**src/rtl/opti_sos_mc.sv**
```systemverilog
// Multi-channel, time-multiplexed Direct Form I biquad sharing one multiply-accumulator.
// Per sample: five MAC cycles, one round/saturate cycle, then a held valid/ready output stage.
module opti_sos_mc #(
    parameter int unsigned DATA_W = 24,
    parameter int unsigned COEF_W = 24,
    parameter int unsigned FRAC_W = 22,
    parameter int unsigned NCH    = 4,
    parameter int unsigned CH_W   = 2
) (
    input  logic              clk,
    input  logic              rst,
    input  logic              in_valid,
    output logic              in_ready,
    input  logic [DATA_W-1:0] in_data,
    input  logic [CH_W-1:0]   in_ch,
    input  logic              in_bypass,
    input  logic [COEF_W-1:0] b0,
    input  logic [COEF_W-1:0] b1,
    input  logic [COEF_W-1:0] b2,
    input  logic [COEF_W-1:0] a1,
    input  logic [COEF_W-1:0] a2,
    input  logic              clr_state,
    output logic              out_valid,
    input  logic              out_ready,
    output logic [DATA_W-1:0] out_data,
    output logic [CH_W-1:0]   out_ch,
    output logic              out_sat,
    output logic              ch_err
);

    localparam int unsigned PROD_W = DATA_W + COEF_W;
    localparam int unsigned ACC_W  = PROD_W + 3;

    localparam logic signed [ACC_W-1:0] RND_C   = {{(ACC_W-1){1'b0}}, 1'b1} << (FRAC_W - 1);
    localparam logic signed [ACC_W-1:0] SAT_MAX = {{(ACC_W-DATA_W+1){1'b0}}, {(DATA_W-1){1'b1}}};
    localparam logic signed [ACC_W-1:0] SAT_MIN = ~SAT_MAX;
    localparam logic [CH_W:0]           NCH_C   = (CH_W+1)'(NCH);

    typedef enum logic [3:0] {
        S_IDLE,
        S_MAC0,
        S_MAC1,
        S_MAC2,
        S_MAC3,
        S_MAC4,
        S_SAT,
        S_OUT
    } state_t;

    state_t                    state_q, state_d;
    logic signed [DATA_W-1:0]  x_q, x_d;
    logic [CH_W-1:0]           ch_q, ch_d;
    logic                      byp_q, byp_d;
    logic signed [COEF_W-1:0]  b0_q, b0_d, b1_q, b1_d, b2_q, b2_d, a1_q, a1_d, a2_q, a2_d;
    logic signed [ACC_W-1:0]   acc_q, acc_d;
    logic                      clr_pend_q, clr_pend_d;
    logic signed [DATA_W-1:0]  x1_q [NCH];
    logic signed [DATA_W-1:0]  x1_d [NCH];
    logic signed [DATA_W-1:0]  x2_q [NCH];
    logic signed [DATA_W-1:0]  x2_d [NCH];
    logic signed [DATA_W-1:0]  y1_q [NCH];
    logic signed [DATA_W-1:0]  y1_d [NCH];
    logic signed [DATA_W-1:0]  y2_q [NCH];
    logic signed [DATA_W-1:0]  y2_d [NCH];
    logic                      in_ready_q, in_ready_d;
    logic                      out_valid_q, out_valid_d;
    logic [DATA_W-1:0]         out_data_q, out_data_d;
    logic [CH_W-1:0]           out_ch_q, out_ch_d;
    logic                      out_sat_q, out_sat_d;
    logic                      ch_err_q, ch_err_d;

    logic signed [COEF_W-1:0]  coef_sel;
    logic signed [DATA_W-1:0]  data_sel;
    logic signed [PROD_W-1:0]  prod;
    logic signed [ACC_W-1:0]   acc_rnd;
    logic signed [ACC_W-1:0]   acc_shr;
    logic signed [DATA_W-1:0]  y_res;
    logic                      y_clip;
    logic                      ch_bad;
    logic                      clr_now;

    always_comb begin
        state_d     = state_q;
        x_d         = x_q;
        ch_d        = ch_q;
        byp_d       = byp_q;
        b0_d        = b0_q;
        b1_d        = b1_q;
        b2_d        = b2_q;
        a1_d        = a1_q;
        a2_d        = a2_q;
        acc_d       = acc_q;
        x1_d        = x1_q;
        x2_d        = x2_q;
        y1_d        = y1_q;
        y2_d        = y2_q;
        out_valid_d = out_valid_q;
        out_data_d  = out_data_q;
        out_ch_d    = out_ch_q;
        out_sat_d   = out_sat_q;
        ch_err_d    = 1'b0;
        coef_sel    = '0;
        data_sel    = '0;

        // Operand select for the shared multiplier, one tap per MAC state.
        case (state_q)
            S_MAC0: begin coef_sel = b0_q; data_sel = x_q;        end
            S_MAC1: begin coef_sel = b1_q; data_sel = x1_q[ch_q]; end
            S_MAC2: begin coef_sel = b2_q; data_sel = x2_q[ch_q]; end
            S_MAC3: begin coef_sel = a1_q; data_sel = y1_q[ch_q]; end
            S_MAC4: begin coef_sel = a2_q; data_sel = y2_q[ch_q]; end
            default: begin coef_sel = '0;  data_sel = '0;         end
        endcase
        prod = PROD_W'(coef_sel) * PROD_W'(data_sel);

        // Round half up, then clamp to the sample range.
        acc_rnd = acc_q + RND_C;
        acc_shr = acc_rnd >>> FRAC_W;
        y_clip  = 1'b0;
        if (acc_shr > SAT_MAX) begin
            y_res  = SAT_MAX[DATA_W-1:0];
            y_clip = 1'b1;
        end else if (acc_shr < SAT_MIN) begin
            y_res  = SAT_MIN[DATA_W-1:0];
            y_clip = 1'b1;
        end else begin
            y_res  = acc_shr[DATA_W-1:0];
        end

        ch_bad = ({1'b0, in_ch} >= NCH_C);

        case (state_q)
            S_IDLE: begin
                if (in_valid && in_ready_q) begin
                    if (ch_bad) begin
                        ch_err_d = 1'b1;
                    end else begin
                        x_d     = in_data;
                        ch_d    = in_ch;
                        byp_d   = in_bypass;
                        b0_d    = b0;
                        b1_d    = b1;
                        b2_d    = b2;
                        a1_d    = a1;
                        a2_d    = a2;
                        state_d = S_MAC0;
                    end
                end
            end
            S_MAC0: begin
                acc_d   = ACC_W'(prod);
                state_d = S_MAC1;
            end
            S_MAC1: begin
                acc_d   = acc_q + ACC_W'(prod);
                state_d = S_MAC2;
            end
            S_MAC2: begin
                acc_d   = acc_q + ACC_W'(prod);
                state_d = S_MAC3;
            end
            S_MAC3: begin
                acc_d   = acc_q - ACC_W'(prod);
                state_d = S_MAC4;
            end
            S_MAC4: begin
                acc_d   = acc_q - ACC_W'(prod);
                state_d = S_SAT;
            end
            S_SAT: begin
                out_valid_d = 1'b1;
                out_ch_d    = ch_q;
                if (byp_q) begin
                    out_data_d = x_q;
                    out_sat_d  = 1'b0;
                    y1_d[ch_q] = x_q;
                end else begin
                    out_data_d = y_res;
                    out_sat_d  = y_clip;
                    y1_d[ch_q] = y_res;
                end
                x2_d[ch_q] = x1_q[ch_q];
                x1_d[ch_q] = x_q;
                y2_d[ch_q] = y1_q[ch_q];
                state_d    = S_OUT;
            end
            S_OUT: begin
                if (out_ready) begin
                    out_valid_d = 1'b0;
                    state_d     = S_IDLE;
                end
            end
            default: state_d = S_IDLE;
        endcase

        // A clear seen mid-sample is deferred so it lands after that sample's history update.
        clr_now    = (clr_state || clr_pend_q) && (state_q == S_IDLE || state_q == S_OUT);
        clr_pend_d = clr_now ? 1'b0 : (clr_pend_q || clr_state);
        if (clr_now) begin
            x1_d = '{default: '0};
            x2_d = '{default: '0};
            y1_d = '{default: '0};
            y2_d = '{default: '0};
        end

        in_ready_d = (state_d == S_IDLE);
    end

    always_ff @(posedge clk or posedge rst) begin
        if (rst) begin
            state_q     <= S_IDLE;
            x_q         <= '0;
            ch_q        <= '0;
            byp_q       <= 1'b0;
            b0_q        <= '0;
            b1_q        <= '0;
            b2_q        <= '0;
            a1_q        <= '0;
            a2_q        <= '0;
            acc_q       <= '0;
            clr_pend_q  <= 1'b0;
            x1_q        <= '{default: '0};
            x2_q        <= '{default: '0};
            y1_q        <= '{default: '0};
            y2_q        <= '{default: '0};
            in_ready_q  <= 1'b1;
            out_valid_q <= 1'b0;
            out_data_q  <= '0;
            out_ch_q    <= '0;
            out_sat_q   <= 1'b0;
            ch_err_q    <= 1'b0;
        end else begin
            state_q     <= state_d;
            x_q         <= x_d;
            ch_q        <= ch_d;
            byp_q       <= byp_d;
            b0_q        <= b0_d;
            b1_q        <= b1_d;
            b2_q        <= b2_d;
            a1_q        <= a1_d;
            a2_q        <= a2_d;
            acc_q       <= acc_d;
            clr_pend_q  <= clr_pend_d;
            x1_q        <= x1_d;
            x2_q        <= x2_d;
            y1_q        <= y1_d;
            y2_q        <= y2_d;
            in_ready_q  <= in_ready_d;
            out_valid_q <= out_valid_d;
            out_data_q  <= out_data_d;
            out_ch_q    <= out_ch_d;
            out_sat_q   <= out_sat_d;
            ch_err_q    <= ch_err_d;
        end
    end

    assign in_ready  = in_ready_q;
    assign out_valid = out_valid_q;
    assign out_data  = out_data_q;
    assign out_ch    = out_ch_q;
    assign out_sat   = out_sat_q;
    assign ch_err    = ch_err_q;

endmodule

```
**config.mk**
```make
export PLATFORM = sky130hd
export DESIGN_NAME = opti_sos_mc
export DESIGN_NICKNAME = d
export VERILOG_FILES = /design/src/rtl/opti_sos_mc.sv
export SDC_FILE = /design/constraint.sdc
export NUM_CORES = 2
export LEC_CHECK = 0
export CAP_MARGIN = 20
export CORE_UTILIZATION = 30
export CTS_BUF_LIST = sky130_fd_sc_hd__clkbuf_4
export DETAILED_ROUTE_END_ITERATION = 10
export SETUP_SLACK_MARGIN = 0.4
export SLEW_MARGIN = 20
export SYNTH_ARGS = -nofsm -noshare
export SYNTH_HDL_FRONTEND = slang
export SYNTH_SLANG_ARGS = --single-unit
```
**constraint.sdc**
```tcl
create_clock -name clk -period 43.2 [get_ports clk]
set_input_delay 10.8 -clock clk [delete_from_list [all_inputs] [get_ports clk]]
set_output_delay 10.8 -clock clk [all_outputs]
set_load 0.05 [all_outputs]
```
======== Word-level counts from Yosys, hierarchy flattened ========
Cells that the tools add are included.
storage, ports and cells
  register bits after elaboration ......... 616
  bits of input ports ..................... 152
  output and inout bits ................... 30
  word-level logic and storage cells ...... 106
operators by class
  add/subtract/negate cells ............... 3
  $mul .................................... 1
  order comparisons ....................... 4
  equality and inequality tests ........... 8
  mux-type cells .......................... 43
  bitwise gates (word level) .............. 1
  reductions and logical operators ........ 14
operators with widths
  kind                                                                            count
  96-bit two-way mux                                                              9
  96-bit bitwise mux                                                              5
  24-bit two-way mux                                                              12
  24-bit case mux with 5 select lines                                             2
  24-bit binary-select mux with 2-bit select                                      4
  51-bit case mux with 3 select lines                                             1
  51-bit by 23-bit adder with 51-bit output, second input constant                1
  51-bit by 48-bit adder with 51-bit output                                       1
  51-bit by 48-bit subtractor with 51-bit output                                  1
  24-bit demux with 2-bit select                                                  1
  24-bit by 24-bit multiplier with 48-bit output                                  1
  4-bit case mux with 8 select lines                                              1
  29-bit by 24-bit > comparator with 1-bit output, second input constant          1
  29-bit by 24-bit less-than comparator with 1-bit output, second input constant  1
  4-bit by 3-bit equality test with 1-bit output, second input constant           4
  4-bit by 2-bit equality test with 1-bit output, second input constant           2
  4-bit logical NOT                                                               2
  4-bit two-way mux                                                               2
  1-bit two-way mux                                                               5
  4-bit by 1-bit equality test with 1-bit output, second input constant           1
  2-bit AND reduction                                                             2
  2-bit nonzero test                                                              2
  2-bit OR reduction                                                              2
  3-bit >= comparator, second input constant                                      1
  7 further kinds                                                                 10

======== Depth between registers and ports, before layout ========
  depth in word-level cells ............... 9
  depth in mapped cells ................... 54
  depth with buffers taken out ............ 49

======== Least setup slack after synthesis ========
OpenSTA, ideal clock, no wires.
  kind .................................... input to register
  start ................................... in in_valid
  end ..................................... reg a2_q[10]
  setup time .............................. 125 ps
  arrival ................................. 11981 ps
  required time ........................... 43075 ps
  path slack .............................. 31094 ps
  cell stages on the path ................. 4
  buffers on the path ..................... 2
  path through ............................ nand4_1 > buf_1 > clkbuf_1 > mux2_2
between the ends
  cells in the longest elaborated chain, start to end .. 2
RTL lines
  item                                  line  source
  start: declaration                    12    input logic in_valid,
  1-bit logical AND                     134   if (in_valid && in_ready_q) begin
  2-bit AND reduction (no source line)  --
  end signal: assignment                219   a2_q <= '0;
  end signal: assignment                241   a2_q <= a2_d;
  end: declaration                      54    logic signed [COEF_W-1:0] b0_q, b0_d, b1_q, b1_d, b2_q, b2_d, a1_q, a1_d, a2_q, a2_d;
No other way between the ends.
A chain may end at the register's enable or synchronous reset.

======== Worst setup path in the final report ========
  start ................................... reg ch_q[1]
  end ..................................... reg acc_q[49]
between the ends
  cells in the longest elaborated chain, start to end .. 8
  elaborated cells on any way between the ends .. 18
  classes of those cells .................. add/sub (2); mul (1); mux (14); bitwise (1)
RTL lines
  item                                                                                                                line  source
  start: declaration                                                                                                  52    logic [CH_W-1:0] ch_q, ch_d;
  start signal: assignment                                                                                            235   ch_q <= ch_d;
  2-bit inverter with 3-bit output (not written as such) (*)                                                          --
  24-bit binary-select mux with 2-bit select, on equally long branches                                                --
  24-bit two-way mux, on equally long branches (2 in series)                                                          --
  24-bit case mux with 5 select lines (*)                                                                             106   case (state_q)
  24-bit by 24-bit multiplier with 48-bit output (*)                                                                  114   prod = PROD_W'(coef_sel) * PROD_W'(data_sel);
  51-bit by 48-bit subtractor with 51-bit output / 51-bit by 48-bit adder with 51-bit output (equally long branches)  --
  51-bit case mux with 3 select lines (*)                                                                             132   case (state_q)
  end signal: assignment                                                                                              220   acc_q <= '0;
  end signal: assignment                                                                                              242   acc_q <= acc_d;
  end: declaration                                                                                                    55    logic signed [ACC_W-1:0] acc_q, acc_d;
Every way passes the cells marked *; elsewhere a longest branch is shown, timed or not. The select of a mux whose other input is x is not followed.

==> flow_metrics.py <==
metrics = {
    "outcome": {
        "status": "completed",
    },
    "drt": {
        "wl_per_cell_um": 20.6,
        "vias": 42100,
        "drt_iter0_drc": 3462,
        "wl_um": 168000,
        "drc": 0,
        "first_pass_iters": 6,
        "viasPerCell": 5.15,
        "ant_nets": 0,
    },
    "clock_network": {
        "cts_tree": "done",
        "clockRootBuffer": "clkbuf_4",
        "clk_latency_ns": 1.13,
        "post_cts_buffers": 0,
        "htree_num_levels": 4,
        "path_clk_slew_ns": 0.07,
        "clock_path_buffers": 3,
        "cts.sinks": 616,
        "cts_made_buffers": 157,
        "cts_resized": 0,
        "hold_buffers": 0,
    },
    "job": {
        "drv_cap": 0,
    },
    "worst_setup_path": {
        "startpoint_type": "flip-flop",
        "critPathCaptureType": "flip-flop",
        "slowest_stage": "buf_4",
        "worstPathArrival_ns": 15.46,
        "cp.required_ns": 44.15,
        "max_stage_delay_ns": 0.80,
        "path_buf_inv": 8,
        "cp_max_fo": 51,
        "crit_type": "reg -> reg",
        "critPathTopFamily": "adder cells",
        "crit_top_cell": "fa_1",
    },
    "die": {
        "die_x_um": 426,
        "boundaryPins": 182,
        "start_util": 0.302,
        "chipHeight_um": 426,
        "dieArea_um2": 181000,
        "rows": 155,
        "coreArea_um2": 178000,
    },
    "sta": {
        "finClkSkew_ns": 0.0835,
        "slew_headroom": 0.0922,
        "min_period_ns": 14.51,
        "finalSetupViolations": 0,
        "tightest_slew_ns": 1.36,
        "timing.final.crit_share": 0.336,
        "hold_viol": 0,
        "maxSlewViolCount": 0,
        "timing.fmax_mhz": 68.9,
        "timing.setup.tns_ns": 0,
        "rsz0062_at_grt": "false",
    },
    "synth": {
        "ys_seq_elements": 616,
        "ys_async_sr_fraction": 1.00,
        "synth_edf_count": 0,
        "synth_cell_types": 103,
        "synth_warnings": 0,
        "yosys_most_used_dff": "dfrtp_1",
        "synthesis.area_um2": 53900,
        "avgSynthCellArea_um2": 9.63,
        "synth_seq_area_share": 0.286,
        "syn_inst": 5599,
    },
    "cells_and_area": {
        "syn2layout_area_growth_pct": 12.0,
        "layout_commonest_cell": "nand2_1",
        "fin_nets": 6648,
        "final_layout_size_suffix_gt1_frac": 0.119,
        "final_cell_mix": "nand2_1, inv_1, dfrtp_1",
        "fin_area_um2": 60400,
    },
    "place": {
        "place_congestion": 0.933,
        "hpwlAfterDp_um": 121000,
        "postPlaceCellArea_um2": 58300,
        "port_buffers": 180,
    },
    "grt": {
        "grt_start_max_net_pins": 219,
        "grt_use_total": 0.189,
        "antenna_found_initial": 6,
        "first_global_vias": 44900,
        "grt_pass1_wl_um": 266000,
        "grt_overflow": 0,
    },
    "pwr": {
        "p_leak_nw": 28.7,
        "powerDensity_nw_per_um2": 57.5,
        "peakVddDrop_v": 0.0000730,
    },
    "hold_path": {
        "hp-class": "reg -> reg",
    },
}
==> per-layer routing <==
layer  share of wire  global-route usage  vias to the layer above
li1                -                   -                    18700
met1            0.43               0.248                    21500
met2            0.46               0.305                     1580
met3           0.070              0.0363                      349
met4           0.040              0.0772                        2
met5        0.000077                   0                        -
==> power breakdown <==
group / switching (W) / total [W] / internal [W]
logic: 0.00130 / 0.00214 / 0.000839
registers: 0.000126 / 0.000808 / 0.000682
clock network: 0.000273 / 0.000527 / 0.000254
==> synthesized netlist by cell type (91+ instances only) <==
library cell	instances	area share
a21o_1	181	0.025
a21oi_1	124	0.012
a22o_1	92	0.015
clkbuf_1	269	0.019
dfrtp_1	615	0.29
fa_1	609	0.23
ha_1	185	0.043
inv_1	718	0.050
mux2_2	149	0.031
mux4_2	96	0.040
nand2_1	985	0.069
nor2_1	382	0.027
o21ai_0	219	0.020
xnor2_1	91	0.015
==> sequential cells by signal, summed over array words and instances (netlist names), 4 cells and up <==
name / cells
b0_q: 24
x2_q: 96
x1_q: 96
y1_q: 96
a2_q: 24
acc_q: 51
out_data: 24
b2_q: 24
state_q: 4
b1_q: 24
a1_q: 24
y2_q: 96
x_q: 24
==> layout make-up <==
cell class / count / area [um2]
repair buffers: 275 / 2550
flip-flops and latches: 616 / 15400
clock buffers: 222 / 1670
fillers: 18200 / 118000
well taps: 2355 / 2950
diodes: 5 / 12.5
multi-input cells: 3931 / 34700
inverters: 721 / 2710
clock inverters: 58 / 373
==> final timing paths <==
check,startpoint,to,slack [ns],depth (start not counted)
max,ch_q[1],acc_q[49],28.69,46
min,out_data[4],out_data[4],0.48,1
max reg2reg,ch_q[1],acc_q[49],28.69,46
min reg2reg,out_data[4],out_data[4],0.48,1
max in group asynchronous,rst,acc_q[36],30.42,4
min in group asynchronous,rst,x1_q[67],10.29,2
==> cell families after synthesis <==
family,share of synthesized area
multiplexers,0.0764
adder cells (fa/ha/maj),0.269
buffers and inverters,0.0748
flip-flops,0.286
other,0.0000696
AO/OA/AOI/OAI,0.132
AND/OR/NAND/NOR,0.135
XOR/XNOR,0.0268
==> worst register-to-register path: cells and delay by family, from the launching register on <==
kind / cells / cell delay [ns]
buffers and inverters: 8 / 2.28
AO/OA/AOI/OAI: 13 / 3.72
adder cells (fa/ha/maj): 9 / 3.95
AND/OR/NAND/NOR: 12 / 2.57
flip-flops: 1 / 0.69
multiplexers: 1 / 0.63
XOR/XNOR: 3 / 0.51
==> through the flow <==
step | util | setup WS, ns | power [W] | hold slack, ns | instances
6_report | 0.338 | 28.69 | 0.00347 | 0.477 | 8183
5_1_grt | 0.338 | 27.89 | 0.00371 | 0.494 | 8181
4_1_cts | 0.338 | 28.82 | 0.00347 | 0.481 | 8176
3_5_place_dp | 0.327 | 28.92 | 0.00291 | 0.465 | 7896
3_3_place_gp | 0.327 | 29.05 | 0.00291 | 0.461 | 7896
2_1_floorplan | - | 15.15 | 0.00233 | 0.443 | 5600
Note: power is estimated with default switching activity, not from simulation.
